## config.mk

```make
export PLATFORM = sky130hd
export DESIGN_NAME = fetch_stage
export DESIGN_NICKNAME = d
export VERILOG_FILES = /design/src/rtl/fetch_stage.sv
export SDC_FILE = /design/constraint.sdc
export NUM_CORES = 1
export LEC_CHECK = 0
export ABC_AREA = 1
export ABC_CLOCK_PERIOD_IN_PS = 2900
export CORE_UTILIZATION = 40
export DETAILED_ROUTE_END_ITERATION = 10
export PLACE_DENSITY = 0.79
export SLEW_MARGIN = 0
export SYNTH_ARGS = -nofsm -noshare
export SYNTH_HDL_FRONTEND = slang
export SYNTH_SLANG_ARGS = --single-unit
```

## constraint.sdc

```tcl
create_clock -name clk_i -period 2.9 [get_ports clk_i]
set_clock_uncertainty 0.2 [all_clocks]
set_input_delay 0.58 -clock clk_i [delete_from_list [all_inputs] [get_ports clk_i]]
set_output_delay 0.58 -clock clk_i [all_outputs]
set_load 0.03 [all_outputs]
```

## src/rtl/fetch_stage.sv

```systemverilog
// Instruction fetch stage: single-outstanding request to instruction memory,
// a one-entry skid buffer for responses that arrive while decode is stalled,
// and the IF/ID pipeline register with its field decode.
//
// state  | meaning
// S_REQ  | request at pc is presented to instruction memory
// S_WAIT | request accepted, waiting for its response (dropped if discard set)
// S_HOLD | response parked in skid buffer until decode stops stalling
module fetch_stage #(
  parameter logic [31:0] RESET_PC  = 32'h0000_0000,
  parameter logic [31:0] NOP_INSTR = 32'h0000_0013
) (
  input  logic        clk_i,
  input  logic        rst_i,
  input  logic        stall_i,
  input  logic        redirect_valid_i,
  input  logic [31:0] redirect_pc_i,
  output logic        imem_req_valid_o,
  output logic [31:0] imem_req_addr_o,
  input  logic        imem_req_ready_i,
  input  logic        imem_rsp_valid_i,
  input  logic [31:0] imem_rsp_data_i,
  output logic        id_valid_o,
  output logic [31:0] id_pc_o,
  output logic [31:0] id_instr_o,
  output logic [6:0]  id_opcode_o,
  output logic [2:0]  id_funct3_o,
  output logic [6:0]  id_funct7_o,
  output logic [4:0]  id_rd_o,
  output logic [4:0]  id_rs1_o,
  output logic [4:0]  id_rs2_o
);

  typedef enum logic [1:0] {S_REQ, S_WAIT, S_HOLD} state_t;

  state_t      state_q, state_d;
  logic [31:0] pc_q, pc_d;
  logic [31:0] req_pc_q, req_pc_d;
  logic        discard_q, discard_d;
  logic [31:0] skid_q, skid_d;
  logic        id_valid_q, id_valid_d;
  logic [31:0] id_pc_q, id_pc_d;
  logic [31:0] id_instr_q, id_instr_d;
  logic        load;
  logic [31:0] load_data;

  // State and pipeline registers; reset wins over redirect and stall.
  always_ff @(posedge clk_i) begin
    if (rst_i) begin
      state_q    <= S_REQ;
      pc_q       <= RESET_PC;
      req_pc_q   <= 32'h0;
      discard_q  <= 1'b0;
      skid_q     <= 32'h0;
      id_valid_q <= 1'b0;
      id_pc_q    <= 32'h0;
      id_instr_q <= NOP_INSTR;
    end else begin
      state_q    <= state_d;
      pc_q       <= pc_d;
      req_pc_q   <= req_pc_d;
      discard_q  <= discard_d;
      skid_q     <= skid_d;
      id_valid_q <= id_valid_d;
      id_pc_q    <= id_pc_d;
      id_instr_q <= id_instr_d;
    end
  end

  // Next-state, fetch pc and IF/ID update; redirect takes priority over all.
  always_comb begin
    state_d    = state_q;
    pc_d       = pc_q;
    req_pc_d   = req_pc_q;
    discard_d  = discard_q;
    skid_d     = skid_q;
    id_valid_d = id_valid_q;
    id_pc_d    = id_pc_q;
    id_instr_d = id_instr_q;
    load       = 1'b0;
    load_data  = skid_q;

    if (redirect_valid_i) begin
      pc_d       = redirect_pc_i & 32'hFFFF_FFFC;
      id_valid_d = 1'b0;
      id_instr_d = NOP_INSTR;
      discard_d  = 1'b0;
      case (state_q)
        S_REQ: begin
          // A request accepted this very cycle is stale; its response must be dropped.
          if (imem_req_ready_i) begin
            state_d   = S_WAIT;
            discard_d = 1'b1;
          end
        end
        S_WAIT: begin
          if (imem_rsp_valid_i) begin
            state_d = S_REQ;
          end else begin
            discard_d = 1'b1;
          end
        end
        default: state_d = S_REQ;
      endcase
    end else begin
      case (state_q)
        S_REQ: begin
          if (imem_req_ready_i) begin
            req_pc_d = pc_q;
            state_d  = S_WAIT;
          end
        end
        S_WAIT: begin
          if (imem_rsp_valid_i) begin
            if (discard_q) begin
              discard_d = 1'b0;
              state_d   = S_REQ;
            end else if (!stall_i) begin
              load      = 1'b1;
              load_data = imem_rsp_data_i;
              state_d   = S_REQ;
            end else begin
              skid_d  = imem_rsp_data_i;
              state_d = S_HOLD;
            end
          end
        end
        default: begin
          if (!stall_i) begin
            load    = 1'b1;
            state_d = S_REQ;
          end
        end
      endcase

      if (load) begin
        pc_d       = req_pc_q + 32'd4;
        id_valid_d = 1'b1;
        id_pc_d    = req_pc_q;
        id_instr_d = load_data;
      end else if (!stall_i) begin
        id_valid_d = 1'b0;
        id_instr_d = NOP_INSTR;
      end
    end
  end

  // Request interface and IF/ID field decode for the control unit.
  always_comb begin
    imem_req_valid_o = (state_q == S_REQ);
    imem_req_addr_o  = pc_q;
    id_valid_o       = id_valid_q;
    id_pc_o          = id_pc_q;
    id_instr_o       = id_instr_q;
    id_opcode_o      = id_instr_q[6:0];
    id_funct3_o      = id_instr_q[14:12];
    id_funct7_o      = id_instr_q[31:25];
    id_rd_o          = id_instr_q[11:7];
    id_rs1_o         = id_instr_q[19:15];
    id_rs2_o         = id_instr_q[24:20];
  end

endmodule

```

==> results.ini, run 1 <==
[worst_setup_path]
worstPathRequired_ns=2.12
critPathLaunchType=register
arrival_ns=1.75
path_cells=nor2_1 -> clkdlybuf4s50_1
endpoint_kind=output port
cp_max_fo=5
critical-path-max-stage-delay_ns=0.75
crit_path_top_delay_cell=clkdlybuf4s50_1
crit_type=reg2out

[detailed_routing]
wirelength_microns=19820
drt_iter0_drc=390
viasPerCell=5.020
ant_nets=0
avgRoutedWirePerCell_microns=14.37
vias=6922
drcViolationCount=0
drt_first_pass_iters=7

[cells_and_area]
drive_gt1_share_pct=6.326
diodes=0
final_common_cell=nand2_1
finish.net_count=1212
area.growth.synth_to_final_pct=35.65
mostFrequentLayoutCells=nand2_1 (244), clkdlybuf4s50_1 (197), dfxtp_1 (164)
layoutNonFillerInstCount=1379
final_util_pct=56.09
filler_cell_count=1591

[power_and_ir_drop]
finalPower_uw=5416
p_leak_uw=0.003640
ir_worst_vdd_v=0.0004028
power_density_mw_per_mm2=554.4

[clock_network]
htreeDepth=4
root_buffer=clkbuf_16
cts_tree=yes
cts_buffers=17
clockBufferDepth=2
cts.sinks=164
cts_resized=0
cts_hold_buffers=0
post_cts_buffers=0
clk_pin_slew_ns=0.06
worstSkewPairLatency_ns=0.42

[timing]
tightestPinTransition_ns=0.5669
max_freq_mhz=395.2
fin_crit_sh_pct=87.26
fin_tns_setup_ns=0
min_period_ns=2.530
rsz0062_at_grt=no
slew_headroom_pct=62.07
slew_violations=0
report.final.hold_viol_count=0
setup_violations=0

[logic_synthesis]
synthCells=999
async_reset_ff_share_pct=0
syn_nets=1070
yosysSeqAreaShare_pct=45.59
synth_cell_types=32
ys_ff_latch=164
synth_ff_type=dfxtp_1
synth_edf_count=0
netlist_area_sq_mm=0.007202
synth.avg_cell_area_sq_um=7.209
yosys_warnings=0

[flow_run]
drv_cap=0

[worst_hold_path]
hold_path.class=reg2reg

[global_route]
grt_pass1_vias=6323
grt_busiest_layer=met2
grt_util_met1_pct=27.03
grt_max_degree=65
antenna_found_initial=0
grt_pass1_wl_microns=31660
grt.overflow.total=0
grtUsageTotal_pct=21.86
use_met2_pct=36.83
gr-usage-met3_pct=4.922

[die]
core_area_sq_mm=0.01742
die_area_sq_mm=0.01855
io-pin-count=200
rows=48
fp.dieW_microns=136.2
start_util_pct=41.35
die_h_microns=136.2

[outcome]
status=finished, final reports clean

[placement]
gp_congestion=0.8664
dp_hpwl_microns=13660
placed_cells=1347
port_buffers=197

[cell type report]
class | count | area [sq um] | share of cell area (%)
Sequential cell | 164 | 3283 | 33.61
Multi-Input combinational cell | 641 | 3014 | 30.85
Timing Repair Buffer | 211 | 2152 | 22.03
Clock buffer | 19 | 442.9 | 4.534
Inverter | 106 | 397.9 | 4.073
Tap cell | 225 | 281.5 | 2.882
Clock inverter | 13 | 197.7 | 2.024
[registers in the layout, summed over array words and instances (netlist names)]
register         cells
id_valid_o           1
req_pc_q            32
id_instr_o          32
imem_req_addr_o     32
state_q              2
id_pc_o             32
discard_q            1
skid_q              32
[metal layers]
layer,vias to the layer above,part of all wire [%]
li1,3488,-
met1,3169,44
met2,235,47
met3,30,6.6
met4,0,2.0
met5,-,0
[worst paths after layout]
path | start | end | slack, ns | cells after the start
worst max-delay path | state_q[1]$_SDFFE_PP0P_ | imem_req_valid_o | 0.37 | 2
worst min-delay path | skid_q[26]$_SDFFE_PP0P_ | skid_q[26]$_SDFFE_PP0P_ | 0.24 | 2
worst min register to register | skid_q[26]$_SDFFE_PP0P_ | skid_q[26]$_SDFFE_PP0P_ | 0.24 | 2
worst max register to register | req_pc_q[2]$_SDFFE_PP0P_ | imem_req_addr_o[26]$_SDFFE_PP0P_ | 0.81 | 10
[critical path: cells and delay by family (launching register included)]
kind | cells | cell delay (ns)
buf+inv | 1 | 0.75
flops | 1 | 0.35
simple gates | 1 | 0.24
[kinds of logic after synthesis]
family | Yosys count | share of synthesized area, %
and+or+nand+nor | 381 | 21.79
AOI/OAI and AO/OA | 253 | 19.02
buffers and inverters | 194 | 12.70
DFF | 164 | 45.59
adders and majority gates | 1 | 0.1737
xor gates and xnor gates | 6 | 0.7297
[cell usage after synthesis (all sizes together) (4+ instances only)]
cell type | instances | area [sq um]
nand2 | 247 | 944.7
dfxtp | 164 | 3283
inv | 106 | 397.9
a21oi | 103 | 534.3
o21ai | 100 | 500.5
nor2 | 77 | 314.1
buf | 54 | 389.1
a31oi | 37 | 231.5
nand3 | 36 | 185.2
clkbuf | 34 | 127.6
nor3 | 9 | 45.04
xor2 | 6 | 52.55
nand4 | 5 | 31.28
a211oi | 4 | 30.03
nand3b | 4 | 30.03
o211ai | 4 | 40.03
[through the flow]
stage          cell area, sq um  setup slack [ns]  hold slack, ns
2_1_floorplan              7202            0.9911          0.2237
3_3_place_gp               9129            0.2101          0.2296
3_5_place_dp               9129            0.1907          0.2338
4_1_cts                    9769            0.3604          0.2438
5_1_grt                    9769            0.3135          0.2537
6_report                   9769            0.3695          0.2411
[power breakdown]
| group | internal [uW] | total (uW) | switching [uW] |
|---|---|---|---|
| combinational | 249 | 580 | 331 |
| clock | 1480 | 2440 | 955 |
| sequential | 2340 | 2400 | 63.5 |
| total | 4070 | 5420 | 1350 |
(Power assumes the default switching activity.)
==> run 2, diff against run 1 <==
Settings changed: SLEW_MARGIN 0 to unset.
==> results of run 2 <==
Final layout, timing and power as in run 1 (identical DEF).
==> run 3, diff against run 2 <==
Settings changed: CAP_MARGIN set to 20, GPL_ROUTABILITY_DRIVEN set to 1, SLEW_MARGIN set to 5.
==> results of run 3 <==
Final layout, timing and power as in run 1 (identical DEF).
